[src/rtl/branch_predictor_if.sv]
// Fetch/Execute signal bundle between the RV32I pipeline and branch_predictor.
// The pipeline side uses the master modport; the predictor uses slave.
interface branch_predictor_if;
    logic [31:0] PCF;
    logic [31:0] PCPlus4F;
    logic        StallD;
    logic        FlushD;
    logic        FlushE;
    logic        BranchE;
    logic        JumpE;
    logic        PCSrcE;
    logic [31:0] PCE;
    logic [31:0] PCTargetE;
    logic [31:0] PCPlus4E;
    logic        PredTakenF;
    logic [31:0] NextPCF;
    logic        MispredictE;
    logic [31:0] RedirectPCE;

    modport master (
        output PCF, PCPlus4F, StallD, FlushD, FlushE, BranchE, JumpE, PCSrcE,
               PCE, PCTargetE, PCPlus4E,
        input  PredTakenF, NextPCF, MispredictE, RedirectPCE
    );

    modport slave (
        input  PCF, PCPlus4F, StallD, FlushD, FlushE, BranchE, JumpE, PCSrcE,
               PCE, PCTargetE, PCPlus4E,
        output PredTakenF, NextPCF, MispredictE, RedirectPCE
    );
endinterface

[src/rtl/branch_predictor.sv]
// Direct-mapped 2-bit-counter branch predictor with Execute-stage redirect.
// Define BP_TAG_EN to store per-entry PC tags; otherwise aliasing PCs share entries.
module branch_predictor #(
    parameter int ENTRIES = 16,
    parameter int IDX_W   = $clog2(ENTRIES)
) (
    input  logic              clk,
    input  logic              rst_n,
    branch_predictor_if.slave bp
);
    localparam int TAG_W = 32 - IDX_W - 2;

    typedef logic [1:0] ctr_t;
    localparam ctr_t CTR_RESET = 2'b01;

    function automatic ctr_t ctr_sat_inc(input ctr_t c);
        return (c == 2'b11) ? c : ctr_t'(c + 2'd1);
    endfunction

    function automatic ctr_t ctr_sat_dec(input ctr_t c);
        return (c == 2'b00) ? c : ctr_t'(c - 2'd1);
    endfunction

    logic [ENTRIES-1:0] valid_q, valid_d;
    ctr_t               ctr_q    [ENTRIES];
    ctr_t               ctr_d    [ENTRIES];
    logic [31:0]        target_q [ENTRIES];
    logic [31:0]        target_d [ENTRIES];

    logic [IDX_W-1:0]   idx_f;
    logic [IDX_W-1:0]   idx_e;
    logic               tag_match_f;
    logic               tag_match_e;
    logic               hit_f;
    logic               pred_taken_f;
    logic               ctl_e;
    logic               alloc_e;

    logic               pred_taken_p1_q, pred_taken_p1_d;
    logic [31:0]        pred_target_p1_q, pred_target_p1_d;
    logic               pred_taken_p2_q, pred_taken_p2_d;
    logic [31:0]        pred_target_p2_q, pred_target_p2_d;

    assign idx_f = bp.PCF[IDX_W+1:2];
    assign idx_e = bp.PCE[IDX_W+1:2];

`ifdef BP_TAG_EN
    logic [TAG_W-1:0] tag_q [ENTRIES];
    logic [TAG_W-1:0] tag_d [ENTRIES];
    logic             unused_pc_bits;

    assign tag_match_f    = (tag_q[idx_f] == bp.PCF[31:IDX_W+2]);
    assign tag_match_e    = (tag_q[idx_e] == bp.PCE[31:IDX_W+2]);
    assign unused_pc_bits = ^{bp.PCF[1:0], bp.PCE[1:0]};
`else
    logic unused_pc_bits;

    assign tag_match_f    = 1'b1;
    assign tag_match_e    = 1'b1;
    assign unused_pc_bits = ^{bp.PCF[31:IDX_W+2], bp.PCF[1:0],
                              bp.PCE[31:IDX_W+2], bp.PCE[1:0]};
`endif

    // Fetch: combinational lookup
    assign hit_f         = valid_q[idx_f] & tag_match_f;
    assign pred_taken_f  = hit_f & ctr_q[idx_f][1];
    assign bp.PredTakenF = pred_taken_f;
    assign bp.NextPCF    = pred_taken_f ? target_q[idx_f] : bp.PCPlus4F;

    // F->D and D->E prediction registers; flush outranks stall
    always_comb begin
        pred_taken_p1_d  = pred_taken_p1_q;
        pred_target_p1_d = pred_target_p1_q;
        if (bp.FlushD) begin
            pred_taken_p1_d  = 1'b0;
            pred_target_p1_d = '0;
        end else if (!bp.StallD) begin
            pred_taken_p1_d  = pred_taken_f;
            pred_target_p1_d = target_q[idx_f];
        end

        pred_taken_p2_d  = bp.FlushE ? 1'b0 : pred_taken_p1_q;
        pred_target_p2_d = bp.FlushE ? '0   : pred_target_p1_q;
    end

    // Execute: resolve against the carried prediction
    assign ctl_e = bp.BranchE | bp.JumpE;

    always_comb begin
        if (ctl_e) begin
            bp.MispredictE = (bp.PCSrcE != pred_taken_p2_q) |
                             (bp.PCSrcE & pred_taken_p2_q & (pred_target_p2_q != bp.PCTargetE));
        end else begin
            bp.MispredictE = pred_taken_p2_q;
        end
        bp.RedirectPCE = (ctl_e & bp.PCSrcE) ? bp.PCTargetE : bp.PCPlus4E;
    end

    assign alloc_e = ~valid_q[idx_e] | ~tag_match_e;

    // Table update from the resolved Execute instruction; jump wins if both flags are set
    always_comb begin
        valid_d  = valid_q;
        ctr_d    = ctr_q;
        target_d = target_q;
`ifdef BP_TAG_EN
        tag_d    = tag_q;
`endif
        if (bp.JumpE) begin
            valid_d[idx_e]  = 1'b1;
            ctr_d[idx_e]    = 2'b11;
            target_d[idx_e] = bp.PCTargetE;
`ifdef BP_TAG_EN
            tag_d[idx_e]    = bp.PCE[31:IDX_W+2];
`endif
        end else if (bp.BranchE) begin
            valid_d[idx_e] = 1'b1;
            if (alloc_e) begin
                ctr_d[idx_e] = bp.PCSrcE ? 2'b10 : 2'b01;
            end else if (bp.PCSrcE) begin
                ctr_d[idx_e] = ctr_sat_inc(ctr_q[idx_e]);
            end else begin
                ctr_d[idx_e] = ctr_sat_dec(ctr_q[idx_e]);
            end
            if (bp.PCSrcE) begin
                target_d[idx_e] = bp.PCTargetE;
            end
`ifdef BP_TAG_EN
            tag_d[idx_e] = bp.PCE[31:IDX_W+2];
`endif
        end else if (pred_taken_p2_q) begin
            valid_d[idx_e] = 1'b0;
        end
    end

    always_ff @(posedge clk or negedge rst_n) begin
        if (!rst_n) begin
            valid_q <= '0;
            for (int i = 0; i < ENTRIES; i++) begin
                ctr_q[i] <= CTR_RESET;
            end
            pred_taken_p1_q <= 1'b0;
            pred_taken_p2_q <= 1'b0;
        end else begin
            valid_q         <= valid_d;
            ctr_q           <= ctr_d;
            pred_taken_p1_q <= pred_taken_p1_d;
            pred_taken_p2_q <= pred_taken_p2_d;
        end
    end

    // Targets and tags are qualified by valid/taken, so they carry no reset
    always_ff @(posedge clk) begin
        target_q         <= target_d;
        pred_target_p1_q <= pred_target_p1_d;
        pred_target_p2_q <= pred_target_p2_d;
`ifdef BP_TAG_EN
        tag_q            <= tag_d;
`endif
    end
endmodule

[src/flat_wrapper.sv]
// flat-port wrapper written by rule: the top's interface ports become plain ports
module branch_predictor_flat 
#(
    parameter int ENTRIES = 16,
    parameter int IDX_W   = $clog2(ENTRIES)
)
  (clk, rst_n, bp_PCF, bp_PCPlus4F, bp_StallD, bp_FlushD, bp_FlushE, bp_BranchE, bp_JumpE, bp_PCSrcE, bp_PCE, bp_PCTargetE, bp_PCPlus4E, bp_PredTakenF, bp_NextPCF, bp_MispredictE, bp_RedirectPCE);
  branch_predictor_if bp_i ();
  input  logic clk;
  input  logic rst_n;
  input wire logic [$bits(bp_i.PCF)-1:0] bp_PCF;
  input wire logic [$bits(bp_i.PCPlus4F)-1:0] bp_PCPlus4F;
  input wire logic [$bits(bp_i.StallD)-1:0] bp_StallD;
  input wire logic [$bits(bp_i.FlushD)-1:0] bp_FlushD;
  input wire logic [$bits(bp_i.FlushE)-1:0] bp_FlushE;
  input wire logic [$bits(bp_i.BranchE)-1:0] bp_BranchE;
  input wire logic [$bits(bp_i.JumpE)-1:0] bp_JumpE;
  input wire logic [$bits(bp_i.PCSrcE)-1:0] bp_PCSrcE;
  input wire logic [$bits(bp_i.PCE)-1:0] bp_PCE;
  input wire logic [$bits(bp_i.PCTargetE)-1:0] bp_PCTargetE;
  input wire logic [$bits(bp_i.PCPlus4E)-1:0] bp_PCPlus4E;
  output wire logic [$bits(bp_i.PredTakenF)-1:0] bp_PredTakenF;
  output wire logic [$bits(bp_i.NextPCF)-1:0] bp_NextPCF;
  output wire logic [$bits(bp_i.MispredictE)-1:0] bp_MispredictE;
  output wire logic [$bits(bp_i.RedirectPCE)-1:0] bp_RedirectPCE;
  assign bp_i.PCF = bp_PCF;
  assign bp_i.PCPlus4F = bp_PCPlus4F;
  assign bp_i.StallD = bp_StallD;
  assign bp_i.FlushD = bp_FlushD;
  assign bp_i.FlushE = bp_FlushE;
  assign bp_i.BranchE = bp_BranchE;
  assign bp_i.JumpE = bp_JumpE;
  assign bp_i.PCSrcE = bp_PCSrcE;
  assign bp_i.PCE = bp_PCE;
  assign bp_i.PCTargetE = bp_PCTargetE;
  assign bp_i.PCPlus4E = bp_PCPlus4E;
  assign bp_PredTakenF = bp_i.PredTakenF;
  assign bp_NextPCF = bp_i.NextPCF;
  assign bp_MispredictE = bp_i.MispredictE;
  assign bp_RedirectPCE = bp_i.RedirectPCE;
  branch_predictor #(.ENTRIES(ENTRIES), .IDX_W(IDX_W)) u_core (.clk(clk), .rst_n(rst_n), .bp(bp_i));
endmodule
[config.mk]
export PLATFORM = sky130hd
export DESIGN_NAME = branch_predictor_flat
export DESIGN_NICKNAME = d
export VERILOG_FILES = /design/src/rtl/branch_predictor_if.sv /design/src/rtl/branch_predictor.sv /design/src/flat_wrapper.sv
export SDC_FILE = /design/constraint.sdc
export NUM_CORES = 1
export LEC_CHECK = 0
export ABC_AREA = 0
export CAP_MARGIN = 20
export CORE_UTILIZATION = 52
export DETAILED_ROUTE_END_ITERATION = 6
export GPL_TIMING_DRIVEN = 0
export PLACE_DENSITY = 0.7
export SETUP_SLACK_MARGIN = 0.4
export SLEW_MARGIN = 25
export SYNTH_ARGS = -nofsm -noshare
export SYNTH_HDL_FRONTEND = slang
export SYNTH_SLANG_ARGS = --single-unit
[constraint.sdc]
create_clock -name clk -period 6.6 [get_ports clk]
set_clock_uncertainty 0.05 [all_clocks]
set_input_delay 1.98 -clock clk [delete_from_list [all_inputs] [get_ports clk]]
set_output_delay 1.98 -clock clk [all_outputs]
set_load 0.01 [all_outputs]
# Word level (Yosys, flattened, before mapping)
# Cells that the tools add are included.
[classes]
n_addsub = 2
order_cmp = 6
eq_ne = 4
n_mux = 42
n_bitwise = 12
reduce_logical = 7
[op_table]
columns = ["cell", "count"]
rows = [
  ["$mux 512", 3],
  ["$bwmux 512", 1],
  ["$mux 32", 9],
  ["$bmux 32 s4", 1],
  ["$demux 32 s4", 1],
  ["$bwmux 32", 3],
  ["$mux 16", 3],
  ["$ne 32x32->1", 1],
  ["$or 32x32->32", 1],
  ["$and 16x16->16", 1],
  ["$bmux 2 s4", 2],
  ["$mux 2", 8],
  ["$not 16->16", 1],
  ["$or 16x16->16", 1],
  ["$ge 5x5->1 const B", 2],
  ["$lt 4x5->1 const B", 2],
  ["$not 4->5", 2],
  ["$bmux 1 s4", 2],
  ["$demux 2 s4", 1],
  ["$mux 1", 7],
  ["$lt 5x1->1 const B", 1],
  ["$and 1x1->1", 4],
  ["$demux 1 s4", 1],
  ["$ge 4x1->1 const B", 1],
  ["other kinds (11)", 14],
]
[word_totals]
register_bits = 626
inputBits = 168
elab_cells = 110

# Logic depth before layout (Yosys ltp)
[depth]
depth_word = 11
depth_mapped = 9
ltp_nobuf = 6

# Worst setup path before layout
# OpenSTA, ideal clock, no wires.
[synth_timing]
path_kind = "input to output"
start = "in bp_PCF[3]"
end = "out bp_NextPCF[27]"
t_arrival_ps = 3869
required_ps = 4570
path_slack_ps = 701
path_stages = 6
cell_sequence = "buf_2 > clkbuf_1 > buf_1 > mux4_2 > mux4_2 > mux2_2"
[synth_between]
elab_chain_cells = 6
elab_cells_between_ends = 11
cone_classes = "mux (9); bitwise (2)"
[synth_lines]
columns = ["element", "line", "text"]
rows = [
  ["from (decl)", "flat_wrapper.sv:11", "input wire logic [$bits(bp_i.PCF)-1:0] bp_PCF;"],
  ["$not 4->5 (implied by the code)", "branch_predictor.sv:66, branch_predictor.sv:68", ""],
  ["$bmux 2 s4", "branch_predictor.sv:66", "assign pred_taken_f = hit_f & ctr_q[idx_f][1];"],
  ["$mux 2 (implied by the code) (2 in a row)", "branch_predictor.sv:66", ""],
  ["$and 1x1->1", "branch_predictor.sv:66", ""],
  ["$mux 32 *", "branch_predictor.sv:68", "assign bp.NextPCF = pred_taken_f ? target_q[idx_f] : bp.PCPlus4F;"],
  ["to (decl)", "flat_wrapper.sv:23", "output wire logic [$bits(bp_i.NextPCF)-1:0] bp_NextPCF;"],
]
# Every way passes the cells marked *; elsewhere a longest branch is shown, timed or not. The select of a mux whose other input is x is not followed.

# Worst setup path in the final report
[layout_timing]
start = "in bp_PCF[3]"
end = "out bp_NextPCF[23]"
# Same word-level chain as after synthesis.

==> summary.md <==
| Metric | Value |
|---|---|
| Status | `completed` |
| # setup viols final | `0` |
| Yosys reg bits | `626` |
| First-pass DRT Iterations | `5` |
| Tcrit/Tclk final | `93.6%` |
| Maximum VDD drop | `0.218 mV` |
| Least-Margin Pin Slew | `1.05 ns` |
| CTS Buffer Depth | `3` |
| Startpoint types | `primary input` |
| Core ar. | `0.0479 mm2` |
| Clock Sink Count | `626` |
| Largest net degree at the start of global routing | `51` |
| Max FO, Critical Path | `10` |
| Largest cells by area after synthesis | `edfxtp_1, mux4_2, dfxtp_1` |
| Syn Inst Count | `1,324` |
| Clk_lat worst skew | `0.59 ns` |
| Die X | `223 um` |
| Post-route setup TNS | `0 ns` |
| Fin. Hold Viols | `0` |
| Final instance count without filler cells | `2,285` |
| CTS hold repair buffers | `0` |
| Crit path required time | `4.57 ns` |
| Max Slew Vio Count | `0` |
| Layout cells sized above 1 | `34.5%` |
| Distinct cells, synth | `44` |
| Iter 0 DRT Violations | `1,492` |
| Die height | `223 um` |
| Total wire length | `66,800 um` |
| Achievable frequency | `0.162 GHz` |
| Pwr dens | `292 mW/mm2` |
| Cell Area, Synth | `0.0253 mm2` |
| WL met1 | `25,900 um` |
| Vias after detailed routing | `14,300` |
| Crit path kind | `primary input to primary output` |
| Post-Syn Nets | `1,493` |
| Leading area contributor after synthesis | `edfxtp_1` |
| YS warnings | `0` |
| RSZ-0062 raised after global routing | `yes` |
| Post-DRT Antenna Nets | `0` |
| DR top layer | `met5` |
| Sequential fraction of the synthesis area | `70.7%` |
| I/O pin count | `234` |
| Dpl cells | `2,141` |
| First-pass GRT wire length | `97,000 um` |
| GPL Wtd Cong | `0.870` |
| Cts bufs inserted | `66` |
| Clock transition at path regs | `0.06 ns` |
| Min-delay worst type | `flip-flop to flip-flop` |
| Slew headroom | `30.0%` |
| Metal2 WL | `32,400 um` |
| Post-synth top area share | `60.7%` |
| Port-buffer cells | `170` |
| Die ar. | `0.0496 mm2` |
| Pleak | `10.7 nW` |
| WL per Instance | `29.2 um` |
| Avg Vias per Cell | `6.25` |
| Nets | `1,791` |
| GRT Total Usage | `27.7%` |
| Max-cap violation count | `0` |
| Clk root buf | `clkbuf_16` |
| Syn Area/Cell | `19.1 um2` |
| Initial antenna violation count | `3` |
| Site Rows | `80` |
| Number of global-route vias before repair | `14,600` |
| Crit. End Element | `primary output` |
| Filler instances | `3,108` |
| CTS tree | `done` |
| Gr ovfl total | `0` |
| Final HPWL DP | `43,800 um` |
| Area Overhead vs Synth | `24.3%` |
| Fin crit period | `6.17 ns` |
| H-tree Lvls | `3` |
| DRC violations left | `0` |
| WP data arrival | `4.14 ns` |
| Initial core utilization | `52.9%` |
| Routed met3 length | `6030 um` |
## critical path: stages
cell	delay, ns
buf_2	0.15
buf_8	0.18
buf_4	0.13
mux4_2	0.52
mux2i_4	0.19
buf_12	0.16
buf_12	0.12
buf_12	0.13
mux2_2	0.33
clkdlybuf4s15_1	0.23
## layout by cell type (no fill, tap or decap), drive strengths merged, types with 3 or more instances in the layout
cell type,count
nand4,9
xnor2,32
buf,129
dfrtp,34
inv,5
clkdlybuf4s50,102
nor2b,38
o22ai,17
nand2b,5
mux2,64
o21ai,9
nor4,3
clkbuf,160
nor3,7
a21o,16
mux2i,33
mux4,174
clkdlybuf4s15,8
a221oi,16
nand3,13
nand2,42
clkinv,15
nor2,113
dfstp,16
a22o,4
edfxtp,512
dfxtp,64
a21oi,18
## layer usage
layer	vias to the layer above	global-route usage, %
li1	5932	-
met1	7437	37.4
met2	767	44.0
met3	143	6.08
met4	2	11.4
met5	-	0
## per-stage QoR
stage | hold slack [ns] | util, % | setup WS, ns | total power [mW] | cell area (um2)
final | 0.410 | 65.7 | 0.425 | 9.21 | 31500
after global routing | 0.422 | 65.7 | 0.344 | 9.48 | 31500
after CTS | 0.410 | 66.0 | 0.383 | 9.25 | 31600
after detailed placement | 0.405 | 60.1 | -1.38 | 5.71 | 28800
after global placement | 0.395 | 58.0 | -1.27 | 5.65 | 27800
after floorplan | 0.388 | - | 0.701 | 5.19 | 25300
## report_power, final
group / total, mW / internal (mW) / leakage (nW) / switching, mW
clock: 3.48 / 2.01 / 0.988 / 1.47
sequential: 4.54 / 4.45 / 5.69 / 0.0851
combinational: 1.19 / 0.610 / 4.07 / 0.582
## worst paths after layout
path | from | to | slack (ns) | depth (start not counted)
min | u_core.pred_target_p1_q[7] | u_core.pred_target_p2_q[7] | 0.41 | 1
max in group asynchronous | rst_n | async pin | 4.64 | 1
min in group asynchronous | rst_n | u_core.ctr_q[29] | 1.39 | 1
max | bp_PCF[3] | bp_NextPCF[23] | 0.43 | 10
min reg2reg | u_core.pred_target_p1_q[7] | u_core.pred_target_p2_q[7] | 0.41 | 1
max reg2reg | u_core.ctr_q[13] | u_core.ctr_q[8] | 4.19 | 7
## cell usage after synthesis
cell type,instances
a211oi_1,1
a21o_1,16
a21oi_1,18
a221oi_1,6
a221oi_2,10
a22o_1,4
a22oi_2,2
and2_1,1
buf_1,14
buf_2,21
buf_6,6
buf_8,1
clkbuf_1,33
dfrtp_1,34
dfstp_2,16
dfxtp_1,64
edfxtp_1,512
ha_1,1
inv_1,2
mux2_2,64
mux2i_1,32
mux2i_2,1
mux4_1,9
mux4_2,165
nand2_1,41
nand2_2,1
nand2b_1,5
nand3_1,12
nand3_2,1
nand4_1,8
nand4_2,1
nor2_1,110
nor2_2,2
nor2_8,1
nor2b_1,38
nor3_1,7
nor4_1,3
o21a_1,2
o21ai_0,7
o21ai_1,2
o22ai_1,16
o22ai_4,1
o31ai_4,1
xnor2_1,32
## cell families after synthesis
kind of cell	after synthesis	share of synthesized area (%)
DFF	626	70.7
muxes	271	19.8
and+or+nand+nor	231	4.21
AOI/OAI and AO/OA	86	2.69
buffers and inverters	77	1.47
xor gates and xnor gates	32	1.11
adders and majority gates	1	0.0494
## repair_timing
item | in CTS | in global routing
cloned | 2 | 1
setup buffers | 24 | 1
pin swaps | 4 | 6
resized for setup | 303 | 114
endpoints found under the setup margin | 66 | 51
## state kept, by name, indices dropped and copies added, names as in the netlist, named ones only
register / cells
u_core.pred_taken_p2_q: 1
u_core.pred_taken_p1_q: 1
u_core.pred_target_p2_q: 32
u_core.target_q: 512
u_core.pred_target_p1_q: 32
u_core.ctr_q: 32
## area by class of cell
| type | count | area [um2] | share of cell area [%] |
|---|---|---|---|
| Sequential cell | 626 | 17900 | 56.9 |
| Clock inverter | 19 | 129 | 0.409 |
| Clock buffer | 96 | 1880 | 5.96 |
| Inverter | 2 | 7.51 | 0.0238 |
| Multi-Input combinational cell | 621 | 7390 | 23.5 |
| Antenna cell | 1 | 2.50 | 0.00794 |
| Tap cell | 615 | 769 | 2.44 |
| Buffer | 75 | 797 | 2.53 |
| Timing Repair Buffer | 230 | 2600 | 8.26 |
Power figures use the tool's default switching activity.
